[src/rtl/battle_pkg.sv]
// Shared phase encodings, board-size default and a constant clog2 helper
// used by the Keyboard Battleship phase controller and its popcount.
package battle_pkg;

    typedef enum logic [2:0] {
        ST_IDLE      = 3'd0,
        ST_P1_PLACE  = 3'd1,
        ST_P2_PLACE  = 3'd2,
        ST_P1_FIRE   = 3'd3,
        ST_P1_RESULT = 3'd4,
        ST_P2_FIRE   = 3'd5,
        ST_P2_RESULT = 3'd6,
        ST_GAMEOVER  = 3'd7
    } state_t;

    localparam int GRID_CELLS_DEFAULT = 36;

    // Ceiling log2 for elaboration-time widths; clog2(1) is 0.
    function automatic int clog2(input int value);
        int result;
        int remaining;
        result    = 0;
        remaining = value - 1;
        while (remaining > 0) begin
            result    = result + 1;
            remaining = remaining >> 1;
        end
        return result;
    endfunction

endpackage

[src/rtl/ship_popcount.sv]
// Combinational population count of a placement mask, one bit per board cell.
module ship_popcount
    import battle_pkg::*;
#(
    parameter int GRID_CELLS = GRID_CELLS_DEFAULT,
    parameter int CNT_W      = clog2(GRID_CELLS + 1)
) (
    input  logic [GRID_CELLS-1:0] mask_i,
    output logic [CNT_W-1:0]      count_o
);

    always_comb begin
        count_o = '0;
        for (int i = 0; i < GRID_CELLS; i++) begin
            count_o = count_o + CNT_W'(mask_i[i]);
        end
    end

endmodule

[src/rtl/battle_sequencer.sv]
// Game-phase controller: placement, alternating fire turns with a timed
// result hold, and game-over, all driven from one registered state machine.
module battle_sequencer
    import battle_pkg::*;
#(
    parameter int GRID_CELLS  = GRID_CELLS_DEFAULT,
    parameter int NUM_SHIPS   = 5,
    parameter int HOLD_CYCLES = 100000000,
    parameter int EXTRA_TURN  = 0
) (
    input  logic                  clk,
    input  logic                  CPU_RESETN,
    input  logic                  start,
    input  logic                  enter,
    input  logic [GRID_CELLS-1:0] p1ships,
    input  logic [GRID_CELLS-1:0] p2ships,
    input  logic [GRID_CELLS-1:0] newp1ships,
    input  logic [GRID_CELLS-1:0] newp2ships,
    input  logic                  p1hit,
    input  logic                  p1miss,
    input  logic                  p2hit,
    input  logic                  p2miss,
    output logic [2:0]            state,
    output logic                  p1place,
    output logic                  p2place,
    output logic                  p1fire,
    output logic                  p2fire,
    output logic                  taking_turns,
    output logic                  place_err,
    output logic                  last_hit,
    output logic                  p1wins,
    output logic                  p2wins,
    output logic [7:0]            p1_shots,
    output logic [7:0]            p2_shots
);

    localparam int                CNT_W        = clog2(GRID_CELLS + 1);
    localparam int                HOLD_W       = clog2(HOLD_CYCLES) + 1;
    localparam logic [CNT_W-1:0]  SHIPS_NEEDED = CNT_W'(NUM_SHIPS);
    localparam logic [HOLD_W-1:0] HOLD_LOAD    = HOLD_W'(HOLD_CYCLES - 1);
    localparam logic [7:0]        SHOT_MAX     = 8'hFF;

    state_t            state_q;
    logic              enter_q;
    logic [HOLD_W-1:0] holdCnt_q;
    logic              p1place_q;
    logic              p2place_q;
    logic              p1fire_q;
    logic              p2fire_q;
    logic              takingTurns_q;
    logic              placeErr_q;
    logic              lastHit_q;
    logic              p1wins_q;
    logic              p2wins_q;
    logic [7:0]        p1Shots_q;
    logic [7:0]        p2Shots_q;

    logic [CNT_W-1:0]  p1Count;
    logic [CNT_W-1:0]  p2Count;
    logic              enterRise;
    logic              p1Shot;
    logic              p2Shot;
    logic [7:0]        p1Shots_d;
    logic [7:0]        p2Shots_d;

    ship_popcount #(.GRID_CELLS(GRID_CELLS), .CNT_W(CNT_W)) u_p1Count (
        .mask_i  (p1ships),
        .count_o (p1Count)
    );

    ship_popcount #(.GRID_CELLS(GRID_CELLS), .CNT_W(CNT_W)) u_p2Count (
        .mask_i  (p2ships),
        .count_o (p2Count)
    );

    assign enterRise = enter & ~enter_q;
    assign p1Shot    = p1hit | p1miss;
    assign p2Shot    = p2hit | p2miss;
    assign p1Shots_d = (p1Shots_q == SHOT_MAX) ? SHOT_MAX : p1Shots_q + 8'd1;
    assign p2Shots_d = (p2Shots_q == SHOT_MAX) ? SHOT_MAX : p2Shots_q + 8'd1;

    // Enables are decoded from the current state register, so they follow
    // the state one cycle later; start dropping outranks every transition.
    always_ff @(posedge clk or negedge CPU_RESETN) begin
        if (!CPU_RESETN) begin
            state_q       <= ST_IDLE;
            enter_q       <= 1'b0;
            holdCnt_q     <= '0;
            p1place_q     <= 1'b0;
            p2place_q     <= 1'b0;
            p1fire_q      <= 1'b0;
            p2fire_q      <= 1'b0;
            takingTurns_q <= 1'b0;
            placeErr_q    <= 1'b0;
            lastHit_q     <= 1'b0;
            p1wins_q      <= 1'b0;
            p2wins_q      <= 1'b0;
            p1Shots_q     <= '0;
            p2Shots_q     <= '0;
        end else begin
            enter_q       <= enter;
            placeErr_q    <= 1'b0;
            p1place_q     <= (state_q == ST_P1_PLACE);
            p2place_q     <= (state_q == ST_P2_PLACE);
            p1fire_q      <= (state_q == ST_P1_FIRE);
            p2fire_q      <= (state_q == ST_P2_FIRE);
            takingTurns_q <= state_q inside {ST_P1_FIRE, ST_P1_RESULT,
                                             ST_P2_FIRE, ST_P2_RESULT};

            if (state_q != ST_IDLE && !start) begin
                state_q   <= ST_IDLE;
                holdCnt_q <= '0;
                lastHit_q <= 1'b0;
                p1wins_q  <= 1'b0;
                p2wins_q  <= 1'b0;
                p1Shots_q <= '0;
                p2Shots_q <= '0;
            end else begin
                case (state_q)
                    ST_IDLE: begin
                        if (start && enterRise) state_q <= ST_P1_PLACE;
                    end
                    ST_P1_PLACE: begin
                        if (enterRise) begin
                            if (p1Count == SHIPS_NEEDED) state_q <= ST_P2_PLACE;
                            else                         placeErr_q <= 1'b1;
                        end
                    end
                    ST_P2_PLACE: begin
                        if (enterRise) begin
                            if (p2Count == SHIPS_NEEDED) state_q <= ST_P1_FIRE;
                            else                         placeErr_q <= 1'b1;
                        end
                    end
                    ST_P1_FIRE: begin
                        if (p1Shot) begin
                            state_q   <= ST_P1_RESULT;
                            lastHit_q <= p1hit;
                            p1Shots_q <= p1Shots_d;
                            holdCnt_q <= HOLD_LOAD;
                        end
                    end
                    ST_P1_RESULT: begin
                        if (holdCnt_q == '0) begin
                            if (newp2ships == '0) begin
                                state_q  <= ST_GAMEOVER;
                                p1wins_q <= 1'b1;
                            end else if (EXTRA_TURN != 0 && lastHit_q) begin
                                state_q <= ST_P1_FIRE;
                            end else begin
                                state_q <= ST_P2_FIRE;
                            end
                        end else begin
                            holdCnt_q <= holdCnt_q - HOLD_W'(1);
                        end
                    end
                    ST_P2_FIRE: begin
                        if (p2Shot) begin
                            state_q   <= ST_P2_RESULT;
                            lastHit_q <= p2hit;
                            p2Shots_q <= p2Shots_d;
                            holdCnt_q <= HOLD_LOAD;
                        end
                    end
                    ST_P2_RESULT: begin
                        if (holdCnt_q == '0) begin
                            if (newp1ships == '0) begin
                                state_q  <= ST_GAMEOVER;
                                p2wins_q <= 1'b1;
                            end else if (EXTRA_TURN != 0 && lastHit_q) begin
                                state_q <= ST_P2_FIRE;
                            end else begin
                                state_q <= ST_P1_FIRE;
                            end
                        end else begin
                            holdCnt_q <= holdCnt_q - HOLD_W'(1);
                        end
                    end
                    ST_GAMEOVER: begin
                        if (enterRise) begin
                            state_q   <= ST_IDLE;
                            holdCnt_q <= '0;
                            lastHit_q <= 1'b0;
                            p1wins_q  <= 1'b0;
                            p2wins_q  <= 1'b0;
                            p1Shots_q <= '0;
                            p2Shots_q <= '0;
                        end
                    end
                    default: state_q <= ST_IDLE;
                endcase
            end
        end
    end

    assign state        = state_q;
    assign p1place      = p1place_q;
    assign p2place      = p2place_q;
    assign p1fire       = p1fire_q;
    assign p2fire       = p2fire_q;
    assign taking_turns = takingTurns_q;
    assign place_err    = placeErr_q;
    assign last_hit     = lastHit_q;
    assign p1wins       = p1wins_q;
    assign p2wins       = p2wins_q;
    assign p1_shots     = p1Shots_q;
    assign p2_shots     = p2Shots_q;

endmodule

[config.mk]
export PLATFORM = sky130hd
export DESIGN_NAME = battle_sequencer
export DESIGN_NICKNAME = d
export VERILOG_FILES = /design/src/rtl/battle_pkg.sv /design/src/rtl/ship_popcount.sv /design/src/rtl/battle_sequencer.sv
export SDC_FILE = /design/constraint.sdc
export NUM_CORES = 1
export LEC_CHECK = 0
export ABC_CLOCK_PERIOD_IN_PS = 5750
export CORE_MARGIN = 2
export CORE_UTILIZATION = 50
export DETAILED_ROUTE_END_ITERATION = 10
export HOLD_SLACK_MARGIN = 0.06
export PLACE_DENSITY = 0.87
export SETUP_SLACK_MARGIN = 0.3
export SKIP_LAST_GASP = 1
export SLEW_MARGIN = 20
export SYNTH_ARGS = -nofsm -noshare
export SYNTH_HDL_FRONTEND = slang
export SYNTH_SLANG_ARGS = --single-unit
export TNS_END_PERCENT = 100
[constraint.sdc]
create_clock -name clk -period 5.75 [get_ports clk]
set_input_delay 1.725 -clock clk [delete_from_list [all_inputs] [get_ports clk]]
set_output_delay 1.725 -clock clk [all_outputs]
set_load 0.01 [all_outputs]
==> impl_metrics.prom <==
# TYPE chip_impl_metric gauge
chip_impl_metric{name="fin_skew",unit="ns"} 0.0105
chip_impl_info{name="crit_slowest_cell",value="sky130_fd_sc_hd__fa_1"} 1
chip_impl_metric{name="clockBufferDepth",unit=""} 2
chip_impl_metric{name="drt-vias-per-instance",unit=""} 5.75
chip_impl_metric{name="synth-simple-area-share",unit="%"} 18.2
chip_impl_metric{name="p_int",unit="mW"} 1.86
chip_impl_metric{name="cp.required",unit="ns"} 5.99
chip_impl_metric{name="synth_compound_gate_area_share",unit="%"} 18.3
chip_impl_metric{name="route.vias.total",unit=""} 5214
chip_impl_info{name="top_post_synthesis_cells_by_area",value="sky130_fd_sc_hd__dfrtp_1, sky130_fd_sc_hd__fa_1, sky130_fd_sc_hd__inv_1"} 1
chip_impl_metric{name="finalCriticalPeriod",unit="ns"} 7.30
chip_impl_metric{name="power_per_cell_area",unit="mW/mm^2"} 447
chip_impl_metric{name="totalWireLength",unit="um"} 15500
chip_impl_metric{name="grt_antenna_before_repair",unit=""} 0
chip_impl_metric{name="worstPathArrival",unit="ns"} 7.54
chip_impl_metric{name="grt_max_degree",unit=""} 58
chip_impl_metric{name="p_clk_share",unit="%"} 14.8
chip_impl_metric{name="antennaDiodeCount",unit=""} 0
chip_impl_metric{name="final_nets",unit=""} 991
chip_impl_info{name="setup.worst_path.end_class",value="register"} 1
chip_impl_metric{name="grt_first_pass_wirelength",unit="um"} 25400
chip_impl_metric{name="pwr-share-seq",unit="%"} 20.7
chip_impl_metric{name="boundaryPins",unit=""} 180
chip_impl_metric{name="slew_viol_final",unit=""} 0
chip_impl_metric{name="clk_latency",unit="ns"} 0.35
chip_impl_metric{name="share_of_total_power_in_combinational_logic",unit="%"} 64.5
chip_impl_metric{name="global_route.overflow_total",unit=""} 0
chip_impl_info{name="run_status",value="finished with violations"} 1
chip_impl_metric{name="switching_share",unit="%"} 45.0
chip_impl_info{name="path_cells",value="buf_6, ha_4, inv_2, fa_1, inv_1, fa_1, fa_1, fa_1, fa_1, inv_2, fa_1, inv_2, fa_1, or4b_4, a211oi_4, a211oi_2, or3_4, a211oi_2, mux2_4"} 1
chip_impl_info{name="timing.hold.worst.start",value="holdCnt_q[19]$_DFFE_PN0P_"} 1
chip_impl_metric{name="core-area",unit="mm^2"} 0.0102
chip_impl_metric{name="finalNonFillerCells",unit=""} 907
chip_impl_metric{name="synth_adder_area_share",unit="%"} 25.6
chip_impl_metric{name="synth.yosys.warnings",unit=""} 0
chip_impl_metric{name="numClockSinks",unit=""} 57
chip_impl_metric{name="floorplan.initialDensity",unit="%"} 50.6
chip_impl_metric{name="post_placement_setup_slack",unit="ns"} -2.33
chip_impl_metric{name="synth-edff-count",unit=""} 0
chip_impl_metric{name="dieHeight",unit="um"} 106
chip_impl_info{name="synth.largest_area_cell",value="sky130_fd_sc_hd__dfrtp_1"} 1
chip_impl_metric{name="power.ir.vdd_worst",unit="mV"} 0.307
chip_impl_metric{name="synth_xor_area_share",unit="%"} 0.170
chip_impl_metric{name="global_route_usage_over_all_layers",unit="%"} 28.5
chip_impl_metric{name="holdBufCountCts",unit=""} 0
chip_impl_metric{name="total_power",unit="mW"} 3.37
chip_impl_metric{name="final_cell_area",unit="mm^2"} 0.00754
chip_impl_metric{name="route.detailed.wl_per_inst",unit="um"} 17.0
chip_impl_metric{name="count_of_final_hold_check_violations",unit=""} 0
chip_impl_metric{name="setup_viol_count_final",unit=""} 12
chip_impl_info{name="crit_top_cell",value="sky130_fd_sc_hd__fa_1"} 1
chip_impl_metric{name="finalWorstSetupSlack",unit="ns"} -1.55
chip_impl_metric{name="drt.antenna.violating_nets",unit=""} 0
chip_impl_info{name="crit_type",value="input pin to register"} 1
chip_impl_metric{name="cts_buffers",unit=""} 9
chip_impl_metric{name="finalHoldWorstSlack",unit="ns"} 0.532
chip_impl_info{name="tritoncts",value="built"} 1
chip_impl_metric{name="placedCellCount",unit=""} 888
chip_impl_metric{name="syn-instance-count",unit=""} 584
chip_impl_metric{name="timing.max_cap.violations",unit=""} 0
chip_impl_metric{name="io_buffer_count",unit=""} 179
chip_impl_metric{name="placed_cell_area",unit="mm^2"} 0.00713
chip_impl_info{name="regToRegStartpoint",value="holdCnt_q[4]$_DFFE_PN0P_"} 1
chip_impl_metric{name="cts-htree-levels",unit=""} 3
chip_impl_metric{name="synth_area",unit="mm^2"} 0.00515
chip_impl_info{name="whs_endpoint",value="holdCnt_q[19]$_DFFE_PN0P_"} 1
chip_impl_metric{name="syn-num-nets",unit=""} 809
chip_impl_metric{name="timing.reg2reg.worst_path_depth",unit=""} 7
chip_impl_metric{name="timing_worst_slew_pin_value",unit="ns"} 1.24
chip_impl_metric{name="rrSetupSlack",unit="ns"} 2.68
chip_impl_info{name="clk_root_buffer_cell",value="sky130_fd_sc_hd__clkbuf_8"} 1
chip_impl_metric{name="grt_pass1_vias",unit=""} 5337
chip_impl_metric{name="post-route-period-util",unit="%"} 127
chip_impl_metric{name="hold-path-cell-count",unit=""} 1
chip_impl_metric{name="netlist-cell-type-count",unit=""} 53
chip_impl_metric{name="power_switching",unit="mW"} 1.52
chip_impl_info{name="failed_checks",value="negative setup slack"} 1
chip_impl_info{name="timing.critical_path.from_type",value="input pin"} 1
chip_impl_metric{name="crit_path_max_fanout",unit=""} 2
chip_impl_info{name="dominant_combinational_cell_family_by_area_after_synthesis",value="adder cells"} 1
chip_impl_metric{name="flops_latches_synth",unit=""} 57
chip_impl_metric{name="detail_route.first_pass.iterations",unit=""} 6
chip_impl_metric{name="synthMuxAreaShare",unit="%"} 0.850
chip_impl_info{name="regToRegEndpoint",value="holdCnt_q[22]$_DFFE_PN0P_"} 1
chip_impl_metric{name="synth_seq_area_share",unit="%"} 27.7
chip_impl_metric{name="floorplan.die_area",unit="mm^2"} 0.0111
chip_impl_metric{name="1st_iter_drt_viols",unit=""} 429
chip_impl_info{name="hold_path_class",value="register to register"} 1
chip_impl_metric{name="fin_setup_tns",unit="ns"} -17.26
chip_impl_metric{name="critPathMaxStageDelay",unit="ns"} 0.54
chip_impl_metric{name="final_hpwl_dp",unit="um"} 11800
chip_impl_metric{name="die-width",unit="um"} 106
chip_impl_info{name="rsz0062_at_grt",value="true"} 1
chip_impl_metric{name="timing.fmax",unit="GHz"} 0.137
chip_impl_metric{name="clk_pin_slew_worst_paths",unit="ns"} 0.07
chip_impl_metric{name="synth_largest_type_area_fraction",unit="%"} 27.7
chip_impl_metric{name="leakage",unit="nW"} 3.28
chip_impl_metric{name="gpl.final_weighted_congestion",unit=""} 0.845
chip_impl_metric{name="layout.core_utilization",unit="%"} 74.0
chip_impl_metric{name="maxSlewHeadroom",unit="%"} 17.2
chip_impl_metric{name="row_count",unit=""} 37
chip_impl_metric{name="remaining_drc_errors",unit=""} 0
chip_impl_metric{name="area_growth_syn_to_layout",unit="%"} 46.3
chip_impl_metric{name="synthesis.area_per_instance",unit="um^2"} 8.82
chip_impl_metric{name="synth_async_sr_flop_share",unit="%"} 100
chip_impl_info{name="yosys_most_used_dff",value="sky130_fd_sc_hd__dfrtp_1"} 1
chip_impl_metric{name="share_of_final_layout_standard_cells_stronger_than_drive_strength_1",unit="%"} 8.56
==> worst max-delay path by stage <==
stage          startpoint                       to
4_1_cts        p2ships[0]     state[0]$_DFFE_PN0P_
6_report       p2ships[0]     state[0]$_DFFE_PN0P_
3_5_place_dp   p2ships[0]     state[0]$_DFFE_PN0P_
3_3_place_gp   p2ships[0]     state[0]$_DFFE_PN0P_
5_1_grt        p2ships[0]     state[0]$_DFFE_PN0P_
2_1_floorplan  p2ships[1]  p1_shots[0]$_DFFE_PN0P_
==> cell families (layout without fill, tap and decap cells) <==
group / after synthesis / in the layout
and+or+nand+nor: 180 / 180
AOI/OAI and AO/OA: 146 / 146
buffers and inverters: 123 / 310
adders and majority gates: 73 / 73
DFF: 57 / 57
muxes: 4 / 4
xor gates and xnor gates: 1 / 1
==> sequential cells by signal, indices dropped and copies added, names as in the netlist <==
name          flops
p1place           1
holdCnt_q        28
p1fire            1
p2_shots          8
place_err         1
p1wins            1
p2wins            1
p2fire            1
p1_shots          8
taking_turns      1
enter_q           1
state             3
p2place           1
last_hit          1
==> final cells by class <==
cell class | instances | area [um^2]
well taps | 136 | 170
flip-flops and latches | 57 | 1430
fillers | 707 | 2640
clock buffers | 10 | 128
clock inverters | 6 | 130
repair buffers | 193 | 1900
multi-input cells | 404 | 3410
inverters | 101 | 379
==> cells in the mapped netlist (all sizes together), types with 2 or more instances <==
cell type  number
inv           101
dfrtp          57
fa             54
nor2           51
a21oi          45
nand2          36
o21ai          26
nor4           23
ha             19
a31oi          16
clkbuf         14
nand3          12
nor3           12
o22a           12
nand4          10
buf             8
and3            7
nand2b          7
a211oi          6
a41oi           6
o211ai          6
o31ai           5
and2            4
o41ai           4
or3             4
or4             4
a21o            3
mux2            3
o21bai          3
or2             3
or4b            3
a311oi          2
a31o            2
nand4b          2
o21a            2
==> power by group through the flow <==
stage                     Clock (mW)  Combinational, mW  Sequential (mW)
after floorplan                    0               1.39            0.649
after global placement             0               1.85            0.679
after detailed placement           0               2.00            0.691
after CTS                      0.498               2.11            0.687
after global routing           0.518               2.46            0.718
final                          0.500               2.18            0.698
==> cell usage in the layout, fill, tap and decap left out, types with 14 or more instances in the layout <==
cell type                         netlist  final
sky130_fd_sc_hd__dlygate4sd2_1          0     14
sky130_fd_sc_hd__nor2_1                51     51
sky130_fd_sc_hd__nand2_1               36     36
sky130_fd_sc_hd__a21oi_1               45     40
sky130_fd_sc_hd__fa_1                  54     54
sky130_fd_sc_hd__o21ai_0               18     18
sky130_fd_sc_hd__clkdlybuf4s50_1        0    162
sky130_fd_sc_hd__ha_1                  19     18
sky130_fd_sc_hd__dfrtp_1               57     57
sky130_fd_sc_hd__inv_1                101     95
sky130_fd_sc_hd__nor4_1                21     21
==> worst max-delay path: cells and delay by family <==
family | cells | cell delay (ns)
AOI/OAI and AO/OA | 3 | 0.54
adders and majority gates | 8 | 3.77
buffers and inverters | 5 | 0.27
muxes | 1 | 0.32
and+or+nand+nor | 2 | 0.90
==> per-layer routing <==
metal | global-route usage (%) | vias up | part of all wire [%]
met5 | 0 | - | 0
met4 | 8.27 | 0 | 2.2
met3 | 5.88 | 33 | 7.1
met2 | 49.8 | 256 | 52
met1 | 35.8 | 2533 | 39
li1 | - | 2392 | -
==> what timing repair did <==
action,CTS,global route
gates resized for setup,41,15
pin swaps,20,10
buffers inserted,1,2
setup endpoints to repair,12,12
(Power assumes the default switching activity.)
==> RTL edit (config.mk and constraints unchanged) <==
The parameter `HOLD_CYCLES` goes from 100000000 to 50000000.
--- a/src/rtl/battle_sequencer.sv
+++ b/src/rtl/battle_sequencer.sv
@@ -6,5 +6,5 @@
     parameter int GRID_CELLS  = GRID_CELLS_DEFAULT,
     parameter int NUM_SHIPS   = 5,
-    parameter int HOLD_CYCLES = 100000000,
+    parameter int HOLD_CYCLES = 50000000,
     parameter int EXTRA_TURN  = 0
 ) (
Formal check against the unedited RTL: same outputs for any inputs over 10 cycles, from zero or initial values and one cycle with CPU_RESETN low; that may be too few to reach the edited logic, so the function may still have changed.
==> RTL edit against the original RTL <==
The flow still finishes with violations (setup timing). Sequential cell count is 1 lower. Largest cell class unchanged. Synthesized area is 1.5% higher. Critical path type unchanged. Setup slack better by 0.54 ns. Synthesized cell count is 2.1% higher. Critical path depth is 1 higher. Routed wire length is 4.2% lower. Final area is 3.1% lower. Global-route usage is 1.0 points lower. Power is 8.9% lower.
==> RTL edit: results (changes against the original RTL) <==
<table>
<tr><th>Metric</th><th>Value</th></tr>
<tr><th colspan="2">Outcome</th></tr>
<tr><td>Run status</td><td>complete, but fails checks</td></tr>
<tr><td>Violated checks</td><td>setup timing</td></tr>
<tr><th colspan="2">Placement</th></tr>
<tr><td>RD Place Congestion</td><td>0.889 (+5.1%)</td></tr>
<tr><td>Total placed cells including tap cells</td><td>897 (+1.0%)</td></tr>
<tr><th colspan="2">Routing</th></tr>
<tr><td>Routed length per placed instance</td><td>16.3 µm (-4.4%)</td></tr>
<tr><td>Routed Wire Length</td><td>14.8 mm (-4.2%)</td></tr>
<tr><th colspan="2">Clocking</th></tr>
<tr><td>Clock input transition at the sequential cells of the worst setup and hold paths</td><td>0.10 ns (+0.03 ns)</td></tr>
<tr><td>Latest clock arrival within the worst-skew pair</td><td>0.31 ns (-0.04 ns)</td></tr>
<tr><td>Clock buffers created by TritonCTS</td><td>5 (-4)</td></tr>
<tr><td>CTS H-tree depth</td><td>2 (-1)</td></tr>
<tr><th colspan="2">Yosys</th></tr>
<tr><td>Net count after synthesis</td><td>821 (+1.5%)</td></tr>
<tr><td>Count of unique library cells instantiated by Yosys</td><td>59 (+11%)</td></tr>
<tr><td>Most common library cells after synthesis</td><td>inv_1, dfrtp_1, fa_1, a21oi_1, nand2_1</td></tr>
<tr><td>Mean cell area of the mapped netlist</td><td>8.78 µm² (-0.56%)</td></tr>
<tr><th colspan="2">Pwr</th></tr>
<tr><td>Worst vdd rail ir drop</td><td>0.000266 V (-14%)</td></tr>
<tr><td>Static power due to leakage</td><td>3.26 nW (-0.57%)</td></tr>
<tr><th colspan="2">Cells and area</th></tr>
<tr><td>Fraction of layout instances using a drive strength above 1</td><td>0.0750 (-0.0106)</td></tr>
<tr><td>Fillers</td><td>772 (+9.2%)</td></tr>
<tr><th colspan="2">STA</th></tr>
<tr><td>Slew @ Worst Pin</td><td>0.833 ns (-0.409 ns)</td></tr>
<tr><td>Final worst hold slack</td><td>0.502 ns (-0.0300 ns)</td></tr>
<tr><td>Setup WS post-layout</td><td>-1.01 ns (+0.545 ns)</td></tr>
<tr><td>Final setup violation count</td><td>4 (-8)</td></tr>
<tr><td>Total negative setup slack</td><td>-3.73 ns (+13.53 ns)</td></tr>
<tr><th colspan="2">Worst hold path</th></tr>
<tr><td>Startpoint of the lowest-slack hold path</td><td>holdCnt_q[26]</td></tr>
<tr><th colspan="2">Global route</th></tr>
<tr><td>Maximum number of pins on one net before global-route repair</td><td>57 (-1.7%)</td></tr>
<tr><th colspan="2">Worst setup path</th></tr>
<tr><td>Worst stage delay on the critical path</td><td>0.57 ns (+0.03 ns)</td></tr>
<tr><td>Worst setup path startpoint</td><td>p1ships[1]</td></tr>
</table>
-- RTL edit: routing by layer --
layer | share of wire | up-vias
met1 | 0.38 | 2478
met3 | 0.065 | 31
met5 | 0 | -
li1 | - | 2416
met2 | 0.54 | 204
met4 | 0.020 | 0
-- RTL edit: timing repair --
action	4_1_cts	5_1_grt
setup endpoints to repair	4	4
buffers inserted	3	1
pin swaps	35	16
gates cloned	0	0
gates resized for setup	62	2
-- RTL edit: where the power goes --
part           internal, W  switching (W)  total [W]  leakage (nW)
logic              0.00105        0.00111    0.00216          2.50
clock network     0.000130       0.000130   0.000260        0.0552
registers         0.000492       0.000161   0.000652         0.707
-- RTL edit: final cells by class --
| type | count | share of cell area |
|---|---|---|
| multi-input cells | 409 | 0.461 |
| repair buffers | 192 | 0.254 |
| flip-flops and latches | 56 | 0.192 |
| inverters | 108 | 0.0555 |
| well taps | 136 | 0.0233 |
| clock buffers | 6 | 0.00993 |
| clock inverters | 2 | 0.00479 |
-- RTL edit: cell families (layout without fill, tap and decap cells) --
logic type                 Yosys count  count (layout)  share of synthesized area
and+or+nand+nor                    188             188                      0.196
AOI/OAI and AO/OA                  142             142                      0.173
buffers and inverters              131             308                     0.0995
adders and majority gates           73              73                      0.252
DFF                                 56              56                      0.268
xor gates and xnor gates             3               3                    0.00502
muxes                                3               3                    0.00598
-- RTL edit: through the flow --
step	worst slack, ns	utilization	power (W)
after floorplan	-1.03	-	0.00201
after global placement	-1.57	0.700	0.00252
after detailed placement	-1.75	0.700	0.00270
after CTS	-1.13	0.713	0.00306
after global routing	-1.17	0.714	0.00335
final	-1.01	0.714	0.00307
